===== src/rtl/mem_port_arbiter_pkg.sv =====
`default_nettype none
// ============================================================================
// Module      : mem_port_arbiter_pkg
// Description : Shared types and constants for the I/D memory port arbiter:
//               FSM state encoding, transaction owner codes and the
//               watchdog counter width helper.
// Revision    : 1.0 - initial release
// ============================================================================
package mem_port_arbiter_pkg;

    // Transaction FSM states
    typedef enum logic [1:0] {
        IDLE  = 2'd0,
        ISSUE = 2'd1,
        WAIT  = 2'd2,
        RESP  = 2'd3
    } arb_state_t;

    // Which CPU port owns the in-flight transaction
    localparam logic OWNER_I = 1'b0;
    localparam logic OWNER_D = 1'b1;

    // Instruction fetches always access the full word
    localparam logic [3:0] MASK_FULL = 4'hF;

    // Smallest watchdog counter, so small TIMEOUT values still count long stalls
    localparam int WDOG_MIN_W = 13;

    // Counter width able to hold TIMEOUT, never below the minimum width
    function automatic int wdog_cnt_width(input int timeout);
        int w;
        w = $clog2(timeout + 1);
        return (w > WDOG_MIN_W) ? w : WDOG_MIN_W;
    endfunction

endpackage : mem_port_arbiter_pkg
`default_nettype wire


===== src/rtl/mem_port_arbiter_rr_arb2.sv =====
`default_nettype none
// ============================================================================
// Module      : rr_arb2
// Description : Two-input arbiter between the instruction-fetch and data
//               requesters. Combinational grant; a registered pointer gives
//               the tie to the port not served last (round-robin), or D
//               always wins a tie when FIXED_PRIO is non-zero.
// Revision    : 1.0 - initial release
// ============================================================================
module rr_arb2 #(
    parameter int FIXED_PRIO = 0
) (
    input  logic clk,
    input  logic rst_x,
    input  logic i_req_ifetch,
    input  logic i_req_data,
    input  logic i_update,
    output logic o_gnt_ifetch,
    output logic o_gnt_data
);

    logic r_prio_d;   // 1: D wins the next tie, 0: I wins it
    logic w_pick_d;

    // Tie-break selection: fixed priority overrides the round-robin pointer
    assign w_pick_d     = (FIXED_PRIO != 0) ? 1'b1 : r_prio_d;
    assign o_gnt_data   = i_req_data & (~i_req_ifetch | w_pick_d);
    assign o_gnt_ifetch = i_req_ifetch & ~o_gnt_data;

    // Pointer moves to favour the port not just served, only when a grant is taken
    always_ff @(posedge clk or negedge rst_x) begin
        if (!rst_x) begin
            r_prio_d <= 1'b1;
        end else if (i_update) begin
            r_prio_d <= o_gnt_ifetch;
        end
    end

endmodule : rr_arb2
`default_nettype wire


===== src/rtl/mem_port_arbiter.sv =====
`default_nettype none
// ============================================================================
// Module      : mem_port_arbiter
// Description : Shares the single-port SDRAM/cache controller between the
//               Hazard3 instruction-fetch (read-only) and data (read/write)
//               ports. One transaction at a time: IDLE -> ISSUE -> WAIT ->
//               RESP. Address/data/mask are latched at grant and held for the
//               whole access; a watchdog flags over-long controller stalls.
// Revision    : 1.0 - initial release
// ============================================================================
module mem_port_arbiter
    import mem_port_arbiter_pkg::*;
#(
    parameter int ADDR_W     = 32,
    parameter int FIXED_PRIO = 0,
    parameter int TIMEOUT    = 4096
) (
    input  logic              clk,
    input  logic              rst_x,
    // Instruction-fetch port
    input  logic              i_req,
    input  logic [ADDR_W-1:0] i_addr,
    output logic              i_gnt,
    output logic              i_rvalid,
    output logic [31:0]       i_rdata,
    // Data port
    input  logic              d_req,
    input  logic              d_we,
    input  logic [ADDR_W-1:0] d_addr,
    input  logic [31:0]       d_wdata,
    input  logic [3:0]        d_mask,
    output logic              d_gnt,
    output logic              d_rvalid,
    output logic [31:0]       d_rdata,
    // Controller port
    output logic              m_rd_en,
    output logic              m_wr_en,
    output logic [ADDR_W-1:0] m_addr,
    output logic [31:0]       m_wdata,
    output logic [3:0]        m_mask,
    input  logic [31:0]       m_rdata,
    input  logic              m_busy,
    // Status
    output logic              o_timeout
);

    localparam int c_cnt_w = wdog_cnt_width(TIMEOUT);

    arb_state_t        r_state;
    logic              r_wait_first;
    logic              r_owner;
    logic              r_we;
    logic [ADDR_W-1:0] r_addr;
    logic [31:0]       r_wdata;
    logic [3:0]        r_mask;
    logic              r_rd_en;
    logic              r_wr_en;
    logic              r_i_rvalid;
    logic              r_d_rvalid;
    logic [31:0]       r_i_rdata;
    logic [31:0]       r_d_rdata;

    logic              w_arb_open;
    logic              w_gnt_i;
    logic              w_gnt_d;
    logic              w_accept;
    logic              w_is_wr;

    // Arbitration is only offered while idle and the controller can take work
    assign w_arb_open = (r_state == IDLE) & ~m_busy;
    assign w_accept   = w_gnt_i | w_gnt_d;
    assign w_is_wr    = w_gnt_d & d_we;

    rr_arb2 #(
        .FIXED_PRIO (FIXED_PRIO)
    ) u_rr_arb2 (
        .clk          (clk),
        .rst_x        (rst_x),
        .i_req_ifetch (i_req & w_arb_open),
        .i_req_data   (d_req & w_arb_open),
        .i_update     (w_accept),
        .o_gnt_ifetch (w_gnt_i),
        .o_gnt_data   (w_gnt_d)
    );

    // Transaction FSM: latch the winner, strobe once, wait for the controller, respond
    always_ff @(posedge clk or negedge rst_x) begin
        if (!rst_x) begin
            r_state      <= IDLE;
            r_wait_first <= 1'b0;
            r_owner      <= OWNER_I;
            r_we         <= 1'b0;
            r_addr       <= '0;
            r_wdata      <= '0;
            r_mask       <= '0;
            r_rd_en      <= 1'b0;
            r_wr_en      <= 1'b0;
            r_i_rvalid   <= 1'b0;
            r_d_rvalid   <= 1'b0;
            r_i_rdata    <= '0;
            r_d_rdata    <= '0;
        end else begin
            r_rd_en    <= 1'b0;
            r_wr_en    <= 1'b0;
            r_i_rvalid <= 1'b0;
            r_d_rvalid <= 1'b0;
            case (r_state)
                IDLE: begin
                    if (w_accept) begin
                        r_owner <= w_gnt_d ? OWNER_D : OWNER_I;
                        r_we    <= w_is_wr;
                        r_addr  <= w_gnt_d ? d_addr : i_addr;
                        r_wdata <= w_gnt_d ? d_wdata : 32'h0;
                        r_mask  <= w_gnt_d ? d_mask : MASK_FULL;
                        r_rd_en <= ~w_is_wr;
                        r_wr_en <= w_is_wr;
                        r_state <= ISSUE;
                    end
                end
                ISSUE: begin
                    // Controller may not assert busy until the cycle after the strobe
                    r_wait_first <= 1'b1;
                    r_state      <= WAIT;
                end
                WAIT: begin
                    if (r_wait_first) begin
                        r_wait_first <= 1'b0;
                    end else if (!m_busy) begin
                        if (r_owner == OWNER_D) begin
                            r_d_rvalid <= 1'b1;
                            r_d_rdata  <= r_we ? 32'h0 : m_rdata;
                        end else begin
                            r_i_rvalid <= 1'b1;
                            r_i_rdata  <= m_rdata;
                        end
                        r_state <= RESP;
                    end
                end
                RESP: begin
                    r_state <= IDLE;
                end
                default: begin
                    r_state <= IDLE;
                end
            endcase
        end
    end

    assign i_gnt    = w_gnt_i;
    assign d_gnt    = w_gnt_d;
    assign i_rvalid = r_i_rvalid;
    assign i_rdata  = r_i_rdata;
    assign d_rvalid = r_d_rvalid;
    assign d_rdata  = r_d_rdata;
    assign m_rd_en  = r_rd_en;
    assign m_wr_en  = r_wr_en;
    assign m_addr   = r_addr;
    assign m_wdata  = r_wdata;
    assign m_mask   = r_mask;

    generate
        if (TIMEOUT > 0) begin : g_wdog
            localparam logic [c_cnt_w-1:0] c_timeout = c_cnt_w'(TIMEOUT);
            localparam logic [c_cnt_w-1:0] c_one     = c_cnt_w'(1);

            logic [c_cnt_w-1:0] r_cnt;
            logic [c_cnt_w-1:0] w_cnt_inc;
            logic               r_timeout;

            // Saturating increment so a very long stall cannot wrap the counter
            assign w_cnt_inc = (&r_cnt) ? r_cnt : (r_cnt + c_one);

            // Count WAIT cycles of the current access; flag sticks until reset
            always_ff @(posedge clk or negedge rst_x) begin
                if (!rst_x) begin
                    r_cnt     <= '0;
                    r_timeout <= 1'b0;
                end else if (r_state == ISSUE) begin
                    r_cnt <= '0;
                end else if (r_state == WAIT) begin
                    r_cnt <= w_cnt_inc;
                    if (w_cnt_inc == c_timeout) begin
                        r_timeout <= 1'b1;
                    end
                end
            end

            assign o_timeout = r_timeout;
        end else begin : g_no_wdog
            assign o_timeout = 1'b0;
        end
    endgenerate

endmodule : mem_port_arbiter
`default_nettype wire


===== config.mk =====
export PLATFORM = sky130hd
export DESIGN_NAME = mem_port_arbiter
export DESIGN_NICKNAME = d
export VERILOG_FILES = /design/src/rtl/mem_port_arbiter_pkg.sv /design/src/rtl/mem_port_arbiter_rr_arb2.sv /design/src/rtl/mem_port_arbiter.sv
export SDC_FILE = /design/constraint.sdc
export NUM_CORES = 1
export LEC_CHECK = 0
export ABC_AREA = 1
export CORE_MARGIN = 8
export CORE_UTILIZATION = 50
export CTS_BUF_LIST = sky130_fd_sc_hd__clkbuf_16
export DETAILED_ROUTE_END_ITERATION = 10
export DONT_BUFFER_PORTS = 1
export HOLD_SLACK_MARGIN = 0.02
export PLACE_DENSITY_LB_ADDON = 0.2
export REMOVE_ABC_BUFFERS = 1
export SYNTH_ARGS = -nofsm -noshare
export SYNTH_HDL_FRONTEND = slang
export SYNTH_SLANG_ARGS = --single-unit

===== constraint.sdc =====
create_clock -name clk -period 5.1 [get_ports clk]
set_clock_uncertainty 0.05 [all_clocks]
set_input_delay 0.51 -clock clk [delete_from_list [all_inputs] [get_ports clk]]
set_output_delay 0.51 -clock clk [all_outputs]
set_load 0.01 [all_outputs]

# Yosys cells after proc, flatten, opt, wreduce, memory -nomap -nowiden

Cells that the tools add are included.

Bitwise operators: 15
Multiplexer cells: 25
Reduce and logical (&&, ||, !) cells: 8
$add $sub $neg: 1
Eq/ne operators: 7

Operator list:

| operator                                            | count |
|---|---|
| 2-to-1 mux 32 bit                                   | 3 |
| 2-to-1 mux 13 bit                                   | 3 |
| adder 13 x 1 -> 13 bit, second input constant       | 1 |
| equality test 13 bit, second input constant         | 1 |
| 2-to-1 mux 1 bit                                    | 13 |
| AND reduction 13 bit                                | 1 |
| one-hot mux 2 bit (4 select lines)                  | 1 |
| AND reduction 4 bit                                 | 2 |
| inverter 1 bit                                      | 7 |
| bitwise AND 1 bit                                   | 6 |
| 2-to-1 mux 2 bit                                    | 3 |
| AND reduction 3 bit                                 | 2 |
| equality test 2 bit, second input constant          | 2 |
| 2-to-1 mux 4 bit                                    | 1 |
| != test 2 bit, second input constant                | 2 |
| equality test 2 x 1 -> 1 bit, second input constant | 1 |
| zero test 2 bit                                     | 1 |
| != test 2 x 1 -> 1 bit, second input constant       | 1 |
| bitwise OR 1 bit                                    | 2 |
| one-hot mux 1 bit (2 select lines)                  | 1 |
| AND reduction 2 bit                                 | 1 |
| nonzero test 2 bit                                  | 1 |

Input bits: 138
Register bits: 156
Output and inout port bits: 139

# Depth between registers and ports, before layout

Depth after elaboration: 11
Gate-level depth with buffers: 12
Gate-level depth less buffers: 12

# Modules after synthesis

From an unflattened synthesis, not the netlist that was laid out.

Cell total of the unflattened synthesis: 748
Area total of the unflattened synthesis: 6706.4 sq um

Modules (own cells, without submodules):

| module           | instances | area each (sq um) | cells each |
|---|---|---|---|
| mem_port_arbiter | 1         | 6645.1            | 740 |
| rr_arb2          | 1         | 61.3              | 8 |

# Least setup slack after synthesis

Ideal clock, no wire load.

Path type: flip-flop to output port
From: register r_state[0]
To: output i_gnt
Arrival: 1.517 ns
Path slack: 3.023 ns
Data required time: 4.540 ns
Stages on the path, launching flop included: 10
Path through: dfrtp_1 > inv_1 > ha_1 > inv_1 > nor2_4 > nand2_1 > a21oi_4 > buf_4 > buf_4 > nor2_1

Longest elaborated chain between the ends: 8
Elaborated cells on any way between the ends: 9

RTL lines:

| item                   | line                           | source |
|---|---|---|
| from (decl)            | mem_port_arbiter.sv:49         | `arb_state_t r_state;` |
| from (signal assigned) | mem_port_arbiter.sv:89         | `r_state <= IDLE;` |
| from (signal assigned) | mem_port_arbiter.sv:117        | `r_state <= ISSUE;` |
| from (signal assigned) | mem_port_arbiter.sv:123        | `r_state <= WAIT;` |
| zero test 2 bit *      | mem_port_arbiter.sv:70         | `assign w_arb_open = (r_state == IDLE) & ~m_busy;` |
| bitwise AND 1 bit *    | mem_port_arbiter.sv:70         |  |
| bitwise AND 1 bit      | mem_port_arbiter.sv:79         | `.i_req_ifetch (i_req & w_arb_open),` |
| inverter 1 bit         | mem_port_arbiter_rr_arb2.sv:27 | `assign o_gnt_data = i_req_data & (~i_req_ifetch \| w_pick_d);` |
| bitwise OR 1 bit       | mem_port_arbiter_rr_arb2.sv:27 |  |
| bitwise AND 1 bit *    | mem_port_arbiter_rr_arb2.sv:27 |  |
| via d_gnt              | mem_port_arbiter.sv:32         | `output logic d_gnt,` |
| inverter 1 bit *       | mem_port_arbiter_rr_arb2.sv:28 | `assign o_gnt_ifetch = i_req_ifetch & ~o_gnt_data;` |
| bitwise AND 1 bit *    | mem_port_arbiter_rr_arb2.sv:28 |  |
| to (decl)              | mem_port_arbiter.sv:23         | `output logic i_gnt,` |

The timed path passes the listed nets; every way through them passes the cells marked *.

# Worst setup path in the final report

Ends and elaborated chain as after synthesis.

==> results.cfg <==
[outcome]
status = finished, final reports clean

[floorplanning]
fp.dieH_microns = 131
core_area_sq_mm = 0.0130
rows = 42
die_area_sq_mm = 0.0171
start_util = 0.505
die_w_microns = 131
ioPinCount = 277

[power]
ir_drop_mv = 0.297
p_int_uw = 2980
power_density_mw_per_mm2 = 661
p_sw_uw = 1830
power_frac_seq = 0.517
comb_power_share = 0.215
p_leak_uw = 0.00339
p_clk_frac = 0.268
swShare = 0.380

[global_route]
grt_pass1_wl_mm = 27.0
grt_busiest_layer = met2
met2_usage = 0.329
antenna_found_initial = 0
grt_remaining_overflow = 0
grt_pass1_vias = 4910
grtUsageTotal = 0.207
use_met3 = 0.0804
globalRouteMet1Util = 0.243
grt_max_degree = 157

[setup_path]
arrival_ns = 2.57
critPathLaunchType = flip-flop
cp-end-kind = output pin
critical_path_required_ns = 4.54
crit_fanout = 52
rr_startpoint = r_state[0]
worstSetupStartpoint = r_state[0]
crit_type = flip-flop to output pin

[synth]
synth-seq-area-share = 0.594
syn_area_sq_mm = 0.00658
ys_ff_latch = 156
netlist_instances = 714
synth_cell_types = 27
yosys_warnings = 0
syn_area_per_cell_sq_um = 9.21

[route]
drcViolationCount = 0
via_count = 4998
antenna_left = 0
dr.pass1.iters = 7
via_per_inst = 5.63
drt_iter0_drc = 439
routed_wl_mm = 18.0
wl_per_cell_microns = 20.3

[clock_network]
numCtsBuffers = 17
clock-root-buffer = clkbuf_16
ctsLongestPathBuffers = 2
cts_tree = done
post-cts-setup-buffers = 0
clkTransAtPathRegs_ns = 0.06
cts.sinks = 156
clkLatencyLatePin_ns = 0.42
cts_max_level = 4

[timing]
rsz0062_at_grt = false
setup_viol = 0
fin_crit_sh = 0.614
tns_ns = 0
slew_viol_final = 0
slew_headroom = 0.255
hold_violations = 0
post-route-min-period_ns = 3.13
timing.final.ws_setup_ns = 1.97
whs_ns = 0.0214
worst_slew_pin_slew_ns = 1.12
fmax_mhz = 320

[finish]
area_growth_pct = 10.7
n_antenna_cell = 0
finalNetCount = 843
final_common_cell = nand2_1
n_fill_cell = 1164
final_layout_size_suffix_gt1_frac = 0.0646
final_cell_mix = nand2_1, dfrtp_1, o21ai_0
postLayoutCoreUtil = 0.559

[placement]
place_congestion = 0.847
numPortBuffers = 0
place_ws_ns = 2.36
dp_hpwl_mm = 12.9

[hold_path]
hp-class = input port to asynchronous set/reset pin

[run]
maxCapViolations = 0
## cell type report
class / instances / area [sq um] / share of cell area
clock buffer: 17 / 425 / 0.0584
timing repair buffer: 5 / 57.6 / 0.00790
tap: 176 / 220 / 0.0302
sequential: 156 / 3910 / 0.536
inverter: 67 / 251 / 0.0345
multi-input combinational: 453 / 2240 / 0.308
clock inverter: 14 / 179 / 0.0246
## power by group through the flow
stage / clock network, uW / logic [uW] / registers (uW)
floorplan: 0 / 789 / 2320
global placement: 0 / 957 / 2510
detailed placement: 0 / 1010 / 2520
CTS: 1320 / 1050 / 2500
global route: 1380 / 1190 / 2550
finish: 1290 / 1030 / 2480
## per-layer routing
metal / up-vias / part of all wire
met3: 38 / 0.10
met2: 239 / 0.49
met4: 0 / 0.030
met1: 2413 / 0.38
met5: - / 0
li1: 2308 / -
## logic make-up (layout without fill, tap and decap cells)
kind of cell | count (synthesis) | count (layout) | synth area share
flops | 156 | 156 | 0.594
xor+xnor | 3 | 3 | 0.00399
fa+ha+maj | 5 | 5 | 0.00951
compound gates | 161 | 161 | 0.150
simple gates | 284 | 284 | 0.176
buf+inv | 105 | 103 | 0.0671
## synth_stat cells (all sizes together)
cell type,n,area [sq um]
nor3,4,25.0
o22ai,5,31.3
inv,67,251
o21ai,82,410
xor2,2,17.5
ha,5,62.6
clkbuf,20,75.1
nand2,171,642
buf,18,115
a21oi,37,223
o22a,4,35.0
dfstp,1,26.3
nand3,48,240
a22o,32,280
nand4,4,25.0
nor2,57,224
dfrtp,155,3880
a21o,1,7.51
xnor2,1,8.76
## through the flow
stage / std cells / total power [uW] / instance area [sq um]
final: 888 / 4810 / 7280
after global routing: 888 / 5120 / 7280
after CTS: 888 / 4870 / 7280
after detailed placement: 856 / 3530 / 6650
after global placement: 856 / 3460 / 6650
after floorplan: 676 / 3110 / 6390
## sequential cells by signal (all words and copies together), names as in the netlist, 2 cells and up
| register | count |
|---|---|
| d_rdata | 32 |
| g_wdog.r_cnt | 13 |
| i_rdata | 32 |
| m_addr | 32 |
| m_mask | 4 |
| m_wdata | 32 |
| r_state | 2 |
## worst max-delay path, cell delays in order (launching register included)
cell and delay, ns:
dfrtp_1 0.40, inv_1 0.11, ha_1 0.17, inv_1 0.06
nor2_4 0.12, nand2_1 0.10, a21oi_4 0.44, buf_4 0.54
nor2_1 0.17
## path summary, 6_finish.rpt
| check | end | slack [ns] | cells after the start |
|---|---|---|---|
| hold / removal | i_rdata[24] | 0.02 | 1 |
| setup reg to reg | m_mask[2] | 2.36 | 9 |
| min in group clk | i_rdata[4] | 0.16 | 2 |
| hold reg to reg | r_wait_first | 0.44 | 2 |
| max in group asynchronous | g_wdog.r_cnt[3] | 4.37 | 1 |
| setup / recovery | i_gnt | 1.97 | 8 |
## what timing repair did
item,4_1_cts,5_1_grt
hold endpoints to repair,156,0
resized for setup,0,0
hold buffers,1,0
Note: power is estimated with default switching activity, not from simulation.
